<file path="src/rtl/dump_pkg.sv">
// Shared definitions for the data memory dump engine and the debug unit.
package dump_pkg;

  localparam int DUMP_ADDR_W = 11;
  localparam int DUMP_DATA_W = 16;
  localparam int BYTE_W      = 8;

  // 3-bit state encoding, reused by the debug unit to decode dump progress
  typedef enum logic [2:0] {
    ST_IDLE    = 3'd0,
    ST_READ    = 3'd1,
    ST_LATCH   = 3'd2,
    ST_SEND_LO = 3'd3,
    ST_SEND_HI = 3'd4,
    ST_DONE    = 3'd5
  } state_t;

endpackage

</file>
<file path="src/rtl/data_memory_dump_if.sv">
// Memory read bus plus byte stream towards the debug UART transmitter.
interface data_memory_dump_if #(
  parameter int ADDR_W = 11,
  parameter int DATA_W = 16
);

  logic [ADDR_W-1:0] addr_data;
  logic              write;
  logic [DATA_W-1:0] out_data;
  logic [7:0]        tx_data;
  logic              tx_valid;
  logic              tx_ready;

  // Dump engine side
  modport master (
    output addr_data, write, tx_data, tx_valid,
    input  out_data, tx_ready
  );

  // Memory / transmitter side
  modport slave (
    input  addr_data, write, tx_data, tx_valid,
    output out_data, tx_ready
  );

endinterface

</file>
<file path="src/rtl/data_memory_dump_word_to_byte_tx.sv">
// Holds one fetched memory word and hands it out low byte first, then high
// byte, over a valid/ready handshake.
module word_to_byte_tx
  import dump_pkg::*;
#(
  parameter int DATA_W = DUMP_DATA_W
) (
  input  logic              clk,
  input  logic              reset,
  input  logic              i_load,
  input  logic [DATA_W-1:0] i_word,
  input  logic              i_ready,
  output logic [BYTE_W-1:0] o_data,
  output logic              o_valid,
  output logic              o_ack
);

  logic [DATA_W-1:0] r_word;
  logic              r_hi;
  logic              r_valid;

  // Word register is pure data: loaded once per fetch, never reset
  always_ff @(posedge clk) begin
    if (i_load) r_word <= i_word;
  end

  // Byte selector and valid: raise valid on load, step lo -> hi -> idle on each accept
  always_ff @(posedge clk) begin
    if (reset) begin
      r_valid <= 1'b0;
      r_hi    <= 1'b0;
    end else if (i_load) begin
      r_valid <= 1'b1;
      r_hi    <= 1'b0;
    end else if (r_valid && i_ready) begin
      if (r_hi) r_valid <= 1'b0;
      r_hi <= ~r_hi;
    end
  end

  assign o_valid = r_valid;
  assign o_ack   = r_valid & i_ready;
  // Gate the byte with valid so the bus reads 0 when idle or after reset
  assign o_data  = !r_valid ? '0 :
                   (r_hi ? r_word[DATA_W-1 -: BYTE_W] : r_word[BYTE_W-1:0]);

endmodule

</file>
<file path="src/rtl/data_memory_dump.sv">
// Walks an inclusive, wrapping address range of data_memory and streams each
// word out as two bytes. Owns the memory address while busy; never writes.
module data_memory_dump
  import dump_pkg::*;
#(
  parameter int ADDR_W = DUMP_ADDR_W,
  parameter int DATA_W = DUMP_DATA_W
) (
  input  logic              clk,
  input  logic              reset,
  input  logic              start,
  input  logic [ADDR_W-1:0] first_addr,
  input  logic [ADDR_W-1:0] last_addr,
  output logic              busy,
  output logic              done,
  data_memory_dump_if.master bus
);

  state_t            r_state;
  state_t            w_next;
  logic [ADDR_W-1:0] r_addr;
  logic [ADDR_W-1:0] r_remaining;
  logic              w_load;
  logic              w_ack;
  logic              w_valid;
  logic [7:0]        w_byte;

  // State register plus address counter and remaining-word count
  always_ff @(posedge clk) begin
    if (reset) begin
      r_state     <= ST_IDLE;
      r_addr      <= '0;
      r_remaining <= '0;
    end else begin
      r_state <= w_next;
      if (r_state == ST_IDLE && start) begin
        r_addr      <= first_addr;
        // Modular difference makes last < first dump through the top and wrap
        r_remaining <= last_addr - first_addr;
      end else if (r_state == ST_SEND_HI && w_ack && r_remaining != '0) begin
        r_addr      <= r_addr + 1'b1;
        r_remaining <= r_remaining - 1'b1;
      end
    end
  end

  // Next-state and word-load strobe
  always_comb begin
    w_next = r_state;
    w_load = 1'b0;
    case (r_state)
      ST_IDLE:    if (start) w_next = ST_READ;
      ST_READ:    w_next = ST_LATCH;
      ST_LATCH: begin
        // Synchronous memory: data addressed in READ is on out_data now
        w_load = 1'b1;
        w_next = ST_SEND_LO;
      end
      ST_SEND_LO: if (w_ack) w_next = ST_SEND_HI;
      ST_SEND_HI: if (w_ack) w_next = (r_remaining == '0) ? ST_DONE : ST_READ;
      ST_DONE:    w_next = ST_IDLE;
      default:    w_next = ST_IDLE;
    endcase
  end

  word_to_byte_tx #(
    .DATA_W (DATA_W)
  ) u_tx (
    .clk     (clk),
    .reset   (reset),
    .i_load  (w_load),
    .i_word  (bus.out_data),
    .i_ready (bus.tx_ready),
    .o_data  (w_byte),
    .o_valid (w_valid),
    .o_ack   (w_ack)
  );

  assign bus.addr_data = r_addr;
  assign bus.write     = 1'b0;
  assign bus.tx_data   = w_byte;
  assign bus.tx_valid  = w_valid;
  assign busy          = (r_state != ST_IDLE);
  assign done          = (r_state == ST_DONE);

endmodule

</file>
<file path="src/flat_wrapper.sv">
// flat-port wrapper written by rule: the top's interface ports become plain ports
module data_memory_dump_flat import dump_pkg::*;
#(
  parameter int ADDR_W = DUMP_ADDR_W,
  parameter int DATA_W = DUMP_DATA_W
)
  (clk, reset, start, first_addr, last_addr, busy, done, bus_addr_data, bus_write, bus_tx_data, bus_tx_valid, bus_out_data, bus_tx_ready);
  data_memory_dump_if #(.ADDR_W(ADDR_W), .DATA_W(DATA_W)) bus_i ();
  input  logic clk;
  input  logic reset;
  input  logic start;
  input  logic [ADDR_W-1:0] first_addr;
  input  logic [ADDR_W-1:0] last_addr;
  output logic busy;
  output logic done;
  output wire logic [$bits(bus_i.addr_data)-1:0] bus_addr_data;
  output wire logic [$bits(bus_i.write)-1:0] bus_write;
  output wire logic [$bits(bus_i.tx_data)-1:0] bus_tx_data;
  output wire logic [$bits(bus_i.tx_valid)-1:0] bus_tx_valid;
  input wire logic [$bits(bus_i.out_data)-1:0] bus_out_data;
  input wire logic [$bits(bus_i.tx_ready)-1:0] bus_tx_ready;
  assign bus_addr_data = bus_i.addr_data;
  assign bus_write = bus_i.write;
  assign bus_tx_data = bus_i.tx_data;
  assign bus_tx_valid = bus_i.tx_valid;
  assign bus_i.out_data = bus_out_data;
  assign bus_i.tx_ready = bus_tx_ready;
  data_memory_dump #(.ADDR_W(ADDR_W), .DATA_W(DATA_W)) u_core (.clk(clk), .reset(reset), .start(start), .first_addr(first_addr), .last_addr(last_addr), .busy(busy), .done(done), .bus(bus_i));
endmodule
</file>
<file path="config.mk">
export PLATFORM = sky130hd
export DESIGN_NAME = data_memory_dump_flat
export DESIGN_NICKNAME = d
export VERILOG_FILES = /design/src/rtl/dump_pkg.sv /design/src/rtl/data_memory_dump_if.sv /design/src/rtl/data_memory_dump_word_to_byte_tx.sv /design/src/rtl/data_memory_dump.sv /design/src/flat_wrapper.sv
export SDC_FILE = /design/constraint.sdc
export NUM_CORES = 1
export LEC_CHECK = 0
export CORE_ASPECT_RATIO = 1.2
export CORE_MARGIN = 5
export CORE_UTILIZATION = 50
export CTS_CLUSTER_DIAMETER = 150
export CTS_CLUSTER_SIZE = 24
export DETAILED_ROUTE_END_ITERATION = 6
export HOLD_SLACK_MARGIN = 0.1
export PLACE_DENSITY = 0.8
export SLEW_MARGIN = 5
export SYNTH_ARGS = -nofsm -noshare
export SYNTH_HDL_FRONTEND = slang
export SYNTH_SLANG_ARGS = --single-unit
</file>
<file path="constraint.sdc">
create_clock -name clk -period 2.7 [get_ports clk]
set_input_delay 0.405 -clock clk [delete_from_list [all_inputs] [get_ports clk]]
set_output_delay 0.405 -clock clk [all_outputs]
set_load 0.03 [all_outputs]
</file>
==> results.py, run 1 <==
metrics = {
    "placed_design": {
        "globalplace.congestion": 0.987,
        "dpl.hpwl_um": 5340,
        "place.port_buffers": 63,
    },
    "setup_path": {
        "startpoint": "first_addr[0]",
        "required_ns": 2.93,
        "path_max_fanout": 3,
        "cp.arrival_ns": 2.61,
        "start_kind": "primary input",
        "cp-end-kind": "flop",
        "critical_path_class": "primary input to flop",
        "r2r-start": "u_core.r_remaining[0]",
    },
    "worst_hold_path": {
        "hold_path.class": "flop to flop",
        "hold_start": "u_core.bus.addr_data[10]",
    },
    "timing": {
        "relSlewSlack_pct": 64.7,
        "rsz0062_at_grt": "false",
        "hold_viol_final": 0,
        "fmax_mhz": 419,
        "setup-tns-final_ns": 0,
        "tightest_slew_ns": 0.529,
        "period_minus_slack_ns": 2.39,
        "setup_viol": 0,
        "clock_skew_ns": 0.00890,
        "post-route-period-util_pct": 88.4,
        "slew_violations": 0,
    },
    "power_and_ir_drop": {
        "ir_drop_v": 0.000263,
        "p_leak_nw": 1.29,
        "swShare_pct": 33.5,
        "p_seq_share_pct": 45.1,
        "switchingPower_uw": 589,
        "internal_power_mw": 1.17,
        "clockPowerShare_pct": 24.0,
        "powerDensity_mw_per_mm2": 504,
        "combPwrFrac_pct": 30.9,
    },
    "floorplan": {
        "core_area_sq_mm": 0.00526,
        "fp.dieW_um": 77.0,
        "ios": 65,
        "die_height_um": 90.4,
        "die-area_sq_mm": 0.00696,
        "start_util_pct": 51.2,
        "num_rows": 29,
    },
    "global_routing": {
        "gr-usage-all-layers_pct": 20.0,
        "grt_pass1_vias": 2477,
        "grt_pass1_wl_um": 11600,
        "grt_max_degree": 28,
        "overflow": 0,
        "antenna_found_initial": 0,
    },
    "logic_synthesis": {
        "synth_most_common_cell": "dfxtp_1",
        "ys.flop_type": "dfxtp_1",
        "synth_top_area_share_pct": 20.1,
        "synth_cell_types": 67,
        "ys_ff_latch": 43,
        "yosys.area.top_type": "dfxtp_1",
        "async_reset_ff_share_pct": 0,
        "synth-edff-count": 16,
        "synth-warning-count": 0,
        "yosysSeqAreaShare_pct": 37.9,
        "yosys-top-cells-count": "dfxtp_1, a21oi_1, nand2_1",
        "syn_nets": 350,
        "synth_area_leaders": "dfxtp_1, edfxtp_1, ha_1",
        "syn_avg_cell_area_sq_um": 9.16,
        "netlist_instances": 294,
        "netlist_area_sq_mm": 0.00269,
    },
    "route": {
        "drc": 0,
        "ant_nets": 0,
        "avgRoutedWirePerCell_um": 16.6,
        "drt_iter0_markers": 162,
        "drt-vias-per-instance": 5.89,
        "firstDrtPassIters": 4,
        "vias": 2472,
        "wl_um": 6990,
    },
    "layout": {
        "final_nets": 413,
        "antenna_cells": 0,
        "postLayoutCoreUtil_pct": 66.3,
        "post_route_cells_drive_above_1_share_pct": 8.94,
        "syn_to_final_growth_pct": 29.4,
    },
    "cts": {
        "postCtsSetupRepairBufs": 0,
        "numCtsBuffers": 5,
        "path_clk_slew_ns": 0.09,
        "root_buffer": "clkbuf_8",
        "cts_buffer_depth": 2,
        "cts_tree": "done",
        "clk_latency_ns": 0.30,
        "cts_resized": 0,
        "hold_buffers": 0,
        "clock_sinks": 43,
        "h-tree-depth": 2,
    },
    "outcome": {
        "outcome": "complete, no violations",
    },
    "job": {
        "maxCapViolations": 0,
    },
}
layout make-up:
cell class / count / area (sq um)
clock buffers: 5 / 68.8
clock inverters: 3 / 25.0
fillers: 444 / 1770
inverters: 17 / 63.8
multi-input cells: 219 / 1540
flip-flops and latches: 43 / 1020
well taps: 62 / 77.6
repair buffers: 71 / 691
power groups by stage:
stage               clock network (mW)  logic [mW]  registers [mW]
floorplan                            0       0.323           0.819
global route                     0.456       0.590           0.803
CTS                              0.429       0.542           0.793
finish                           0.422       0.544           0.793
detailed placement                   0       0.537           0.807
global placement                     0       0.527           0.804
cell usage in the layout (no fill, tap or decap), types with 9 or more instances in the layout:
cell type and count:
clkdlybuf4s50_1 63, dfxtp_1 27, a21oi_1 25, nand2_1 19, nor2_1 18, inv_1 17
edfxtp_1 16, ha_1 13, nor3_1 11, nor2b_1 10, o21ai_0 9
critical path: stages:
cell and delay [ns]:
clkdlybuf4s50_1 0.49, ha_1 0.18, inv_1 0.06, fa_1 0.42
a211oi_1 0.29, o21bai_1 0.14, a21oi_1 0.27, o21ai_0 0.17
a211oi_2 0.19
registers in the layout, indices dropped and copies added, names as in the netlist:
signal and cells:
u_core.u_tx.r_word 16, u_core.r_remaining 11, u_core.u_tx.o_valid 1, u_core.r_state 3, u_core.u_tx.r_hi 1, u_core.bus.addr_data 11
stage by stage:
stage	total power, mW	instances	worst slack (ns)	cell area (sq um)	hold WS, ns
final	1.76	420	0.314	3490	0.487
after global routing	1.85	420	0.165	3490	0.517
after CTS	1.76	420	0.314	3490	0.483
after detailed placement	1.34	412	0.00268	3390	0.469
after global placement	1.33	412	0.140	3390	0.468
after floorplan	1.14	294	0.483	2690	0.486
metal layers:
layer / track usage, % / share of wire [%]
met2: 34.4 / 51
met4: 8.02 / 2.6
met1: 24.5 / 41
met3: 3.49 / 6.1
met5: 0 / 0
cell families (layout without fill, tap and decap cells):
family / count (synthesis) / in the layout / synth area share [%]
flops: 43 / 43 / 37.9
compound gates: 87 / 87 / 22.9
xor+xnor: 10 / 10 / 3.25
simple gates: 98 / 98 / 20.6
buf+inv: 32 / 96 / 5.11
fa+ha+maj: 14 / 14 / 6.78
other cells: 1 / 1 / 0.139
mux: 9 / 9 / 3.39
path summary, 6_finish.rpt:
kind	end	slack, ns	cells past startpoint
hold reg to reg	u_core.bus.addr_data[10]	0.49	1
setup reg to reg	u_core.r_remaining[7]	0.46	8
hold / removal	u_core.bus.addr_data[10]	0.49	1
setup / recovery	u_core.r_remaining[10]	0.31	9
Note: power is estimated with default switching activity, not from simulation.
==> run 2: changes to the inputs <==
GPL_TIMING_DRIVEN = 0   (was default)
==> run 2 against run 1 <==
  * Hold slack better by 0.0022 ns
  * Register-to-register slack better by 0.02 ns
  * Utilization up 0.38 points
  * Global-route usage up 0.85 points
  * Worst setup slack worse by 0.016 ns
  * Non-clock buffer count up 7
  * Count of clock-buffer cells in the layout unchanged
  * Critical path type unchanged
  * Largest cell class unchanged
  * Highest routed layer unchanged
==> results.py, run 2 (synthesis results as in run 1) <==
metrics = {
    "route": {
        "top_layer": "met4",
        "drc": 0,
        "routed-wl-met2_um": 3700,
        "firstDrtPassIters": 5,
        "vias": 2530,
        "ant_nets": 0,
        "met3WireLength_um": 546,
        "drt-met1-wl_um": 3010,
        "drt_iter0_markers": 151,
        "drt-vias-per-instance": 5.93,
        "wl_um": 7460,
        "avgRoutedWirePerCell_um": 17.5,
    },
    "global_routing": {
        "overflow": 0,
        "antenna_found_initial": 0,
        "grt_pass1_wl_um": 11900,
        "grt_max_degree": 16,
        "grt_pass1_vias": 2516,
        "gr-usage-all-layers_pct": 20.9,
    },
    "timing": {
        "holdWs_ns": 0.490,
        "fin_ws_ns": 0.298,
        "clock_skew_ns": 0.00543,
        "setup_viol": 0,
        "hold_viol_final": 0,
        "post-route-period-util_pct": 89.0,
        "fmax_mhz": 416,
        "relSlewSlack_pct": 56.9,
        "tightest_slew_ns": 0.644,
        "slew_violations": 0,
        "period_minus_slack_ns": 2.40,
        "rsz0062_at_grt": "false",
    },
    "floorplan": {
        "ios": 65,
        "num_rows": 29,
        "die-area_sq_mm": 0.00696,
        "core_area_sq_mm": 0.00526,
        "fp.dieW_um": 77.0,
        "die_height_um": 90.4,
        "start_util_pct": 51.2,
    },
    "setup_path": {
        "critical_path_class": "primary input to flop",
        "r2r-start": "u_core.r_remaining[0]",
        "cp.arrival_ns": 2.58,
        "cp_slowest_stage_delay_ns": 0.51,
        "critPathSlowestCell": "clkdlybuf4s50_1",
        "cp-end-kind": "flop",
        "startpoint": "first_addr[0]",
        "path_cells": "clkdlybuf4s50_1 -> ha_1 -> inv_1 -> fa_1 -> a211oi_1 -> o21bai_1 -> a21oi_1 -> xor2_1 -> o31ai_1",
        "start_kind": "primary input",
        "required_ns": 2.88,
        "path_max_fanout": 3,
    },
    "layout": {
        "post_route_cells_drive_above_1_share_pct": 8.77,
        "final_cell_mix": "clkdlybuf4s50_1, dfxtp_1, a21oi_1, nand2_1, nor2_1",
        "n_fill_cell": 439,
        "regMostFlops": "u_core.u_tx.r_word",
        "final_nets": 420,
        "syn_to_final_growth_pct": 30.2,
        "antenna_cells": 0,
        "largest_reg_flops": 16,
        "layout_commonest_cell": "clkdlybuf4s50_1",
    },
    "cts": {
        "root_buffer": "clkbuf_8",
        "numCtsBuffers": 5,
        "cts_tree": "done",
        "clock_sinks": 43,
        "path_clk_slew_ns": 0.09,
        "h-tree-depth": 2,
        "clk_latency_ns": 0.31,
        "cts_buffer_depth": 2,
        "postCtsSetupRepairBufs": 0,
    },
    "power_and_ir_drop": {
        "power.total_mw": 1.77,
        "ir_drop_v": 0.000275,
        "powerDensity_mw_per_mm2": 506,
        "p_leak_nw": 1.29,
    },
    "job": {
        "maxCapViolations": 0,
    },
    "outcome": {
        "outcome": "complete, no violations",
    },
    "worst_hold_path": {
        "hold_start": "u_core.bus.addr_data[10]",
        "hold_path.class": "flop to flop",
    },
    "placed_design": {
        "globalplace.congestion": 0.989,
        "dpl.hpwl_um": 5710,
        "place_ws_ns": -0.0344,
        "place.port_buffers": 63,
    },
}
[run 2: changes by cell type in the layout (fill, tap and decap cells not counted)]
cell	before	now
buf_1	0	1
buf_2	0	5
buf_4	8	1
buf_6	0	2
clkbuf_1	0	6
clkinv_4	2	0
clkinvlp_4	1	2
inv_6	0	1
[run 2: final cells by class]
type	instances	area (sq um)	area share [%]
tap	62	77.6	2.21
clock buffer	5	68.8	1.96
clock inverter	3	23.8	0.678
multi-input combinational	219	1540	43.9
timing repair buffer	64	642	18.3
inverter	17	63.8	1.82
buffer	14	70.1	2.00
sequential	43	1020	29.1
[run 2: worst max-delay path: cells and delay by family]
kind,cells,cell delay (ns)
AOI/OAI and AO/OA,4,0.77
xor gates and xnor gates,1,0.22
adders and majority gates,2,0.61
buffers and inverters,2,0.57
[run 2: report_power, final]
group          internal [mW]  switching [mW]
clock                  0.185           0.244
sequential             0.732          0.0570
combinational          0.253           0.302
[run 2: per-layer routing]
| layer | track usage, % | vias up |
|---|---|---|
| met5 | 0 | - |
| met2 | 37.8 | 116 |
| met4 | 7.59 | 0 |
| met3 | 4.29 | 22 |
| met1 | 23.8 | 1154 |
| li1 | - | 1238 |
[run 2: timing repair]
| action | 4_1_cts | 5_1_grt |
|---|---|---|
| hold buffers | 0 | 0 |
| endpoints found under the hold margin | 0 | 0 |
| setup endpoints to repair | 0 | 2 |
| resized for setup | 0 | 0 |
[run 2: final timing paths]
path | to | slack, ns | cells after the start
setup reg to reg | u_core.r_remaining[7] | 0.48 | 8
setup / recovery | u_core.r_remaining[6] | 0.30 | 9
hold / removal | u_core.bus.addr_data[10] | 0.49 | 1
hold reg to reg | u_core.bus.addr_data[10] | 0.49 | 1
[run 2: through the flow]
stage | cell area [sq um] | std cells | utilization [%] | setup TNS [ns]
after floorplan | 2690 | 294 | - | 0
final | 3510 | 427 | 66.7 | 0
after CTS | 3510 | 428 | 66.7 | 0
after global routing | 3510 | 427 | 66.7 | 0
after global placement | 3400 | 419 | 64.7 | 0
after detailed placement | 3420 | 420 | 65.0 | -0.0344
==> run 3: changes to the inputs <==
CORE_UTILIZATION = 48   (was 50)
PLACE_DENSITY = 0.84   (was 0.8)
==> run 3 against run 2 <==
  * Sequential share of layout area barely moved
  * Register-to-register slack got worse by 0.04 ns
  * Die area rose by 3.7%
==> results.py, run 3 (synthesis results as in run 1) <==
metrics = {
    "layout": {
        "syn_to_final_growth_pct": 30.3,
        "largest_reg_flops": 16,
        "final_nets": 420,
        "final_cell_mix": "clkdlybuf4s50_1, dfxtp_1, a21oi_1, nand2_1, nor2_1",
        "n_fill_cell": 479,
        "regMostFlops": "u_core.u_tx.r_word",
        "fin_area_sq_mm": 0.00351,
        "antenna_cells": 0,
        "layout_commonest_cell": "clkdlybuf4s50_1",
        "post_route_cells_drive_above_1_share_pct": 8.77,
    },
    "timing": {
        "period_minus_slack_ns": 2.47,
        "relSlewSlack_pct": 56.4,
        "post-route-period-util_pct": 91.6,
        "tightest_slew_ns": 0.651,
        "hold_viol_final": 0,
        "slew_violations": 0,
        "fmax_mhz": 404,
        "setup-tns-final_ns": 0,
        "rsz0062_at_grt": "false",
        "clock_skew_ns": 0.00903,
        "setup_viol": 0,
        "fin_ws_ns": 0.226,
    },
    "setup_path": {
        "rr_worst_depth": 8,
        "critPathCapture": "u_core.r_remaining[6]",
        "cp-end-kind": "flop",
        "path_max_fanout": 3,
        "r2r-start": "u_core.r_remaining[0]",
        "required_ns": 2.87,
        "r2r_end": "u_core.r_remaining[7]",
        "start_kind": "primary input",
        "cp.arrival_ns": 2.64,
        "startpoint": "first_addr[0]",
        "ff2ff_setup_slack_ns": 0.44,
        "critical_path_class": "primary input to flop",
    },
    "route": {
        "ant_nets": 0,
        "avgRoutedWirePerCell_um": 17.3,
        "drc": 0,
        "firstDrtPassIters": 5,
        "wl_um": 7410,
        "vias": 2567,
        "drt-vias-per-instance": 5.98,
        "drt_iter0_markers": 101,
    },
    "power_and_ir_drop": {
        "power.total_mw": 1.77,
        "ir_drop_v": 0.000323,
        "p_leak_nw": 1.29,
        "powerDensity_mw_per_mm2": 505,
    },
    "cts": {
        "clk_latency_ns": 0.31,
        "cts_buffer_depth": 2,
        "cts_tree": "done",
        "clock_sinks": 43,
        "numCtsBuffers": 5,
        "postCtsSetupRepairBufs": 0,
        "path_clk_slew_ns": 0.09,
        "hold_buffers": 0,
        "cts_resized": 0,
        "root_buffer": "clkbuf_8",
        "h-tree-depth": 2,
    },
    "floorplan": {
        "ios": 65,
        "die_height_um": 92.1,
        "core_area_sq_mm": 0.00556,
        "die-area_sq_mm": 0.00722,
        "num_rows": 30,
        "fp.dieW_um": 78.4,
        "start_util_pct": 48.5,
    },
    "outcome": {
        "outcome": "complete, no violations",
    },
    "worst_hold_path": {
        "hold_path.class": "flop to flop",
        "hold_start": "u_core.bus.addr_data[10]",
        "min_delay_path_depth": 1,
    },
    "global_routing": {
        "antenna_found_initial": 0,
        "grt_pass1_vias": 2557,
        "grt_pass1_wl_um": 12000,
        "overflow": 0,
        "gr-usage-all-layers_pct": 21.3,
        "grt_max_degree": 16,
    },
    "placed_design": {
        "post_dp_cell_area_sq_mm": 0.00342,
        "globalplace.congestion": 0.974,
        "place_ws_ns": 0.0220,
        "place.port_buffers": 63,
        "dpl.hpwl_um": 5720,
    },
    "job": {
        "maxCapViolations": 0,
    },
}
[run 3: cell count changes in the layout (fill, tap and decap cells not counted), sizes merged]
| cell | delta |
|---|---|
| inv | -1 |
| clkinvlp | -1 |
| clkinv | +2 |
[run 3: cell type report]
cell class | count | area [sq um] | share of cell area, %
well taps | 64 | 80.1 | 2.28
multi-input cells | 219 | 1540 | 43.9
repair buffers | 64 | 642 | 18.3
clock buffers | 5 | 68.8 | 1.96
flip-flops and latches | 43 | 1020 | 29.1
clock inverters | 3 | 25.0 | 0.713
inverters | 17 | 63.8 | 1.82
plain buffers | 14 | 70.1 | 2.00
[run 3: worst max-delay path, cell delays in order]
cell,delay (ns)
clkdlybuf4s50_1,0.51
ha_1,0.18
inv_1,0.06
fa_1,0.42
a211oi_1,0.32
o21bai_1,0.16
a21oi_1,0.27
xor2_1,0.23
o31ai_1,0.09
[run 3: routing by layer]
| metal | track usage (%) | share of wire [%] |
|---|---|---|
| met2 | 36.9 | 47 |
| met5 | 0 | 0 |
| met1 | 24.3 | 41 |
| met3 | 3.93 | 7.3 |
| met4 | 12.0 | 4.9 |
[run 3: how the worst min path moves through the flow]
| stage | endpoint | slack, ns |
|---|---|---|
| after floorplan | u_core.r_state[1] | 0.49 |
| after global placement | u_core.bus.addr_data[10] | 0.47 |
| after detailed placement | u_core.bus.addr_data[10] | 0.47 |
| after CTS | u_core.bus.addr_data[10] | 0.49 |
| after global routing | u_core.bus.addr_data[1] | 0.52 |
| final | u_core.bus.addr_data[10] | 0.49 |
[run 3: stage by stage]
step / hold WS [ns] / utilization, % / instances
after detailed placement: 0.472 / 61.6 / 422
after floorplan: 0.486 / - / 294
after global placement: 0.471 / 61.3 / 421
final: 0.488 / 63.2 / 429
after global routing: 0.522 / 63.2 / 429
after CTS: 0.491 / 63.3 / 430
[run 3: report_power, final]
part	leakage [nW]	total (mW)	internal (mW)	switching [mW]
Sequential	0.370	0.790	0.732	0.0578
Clock	0.0443	0.432	0.185	0.247
Combinational	0.881	0.552	0.252	0.300
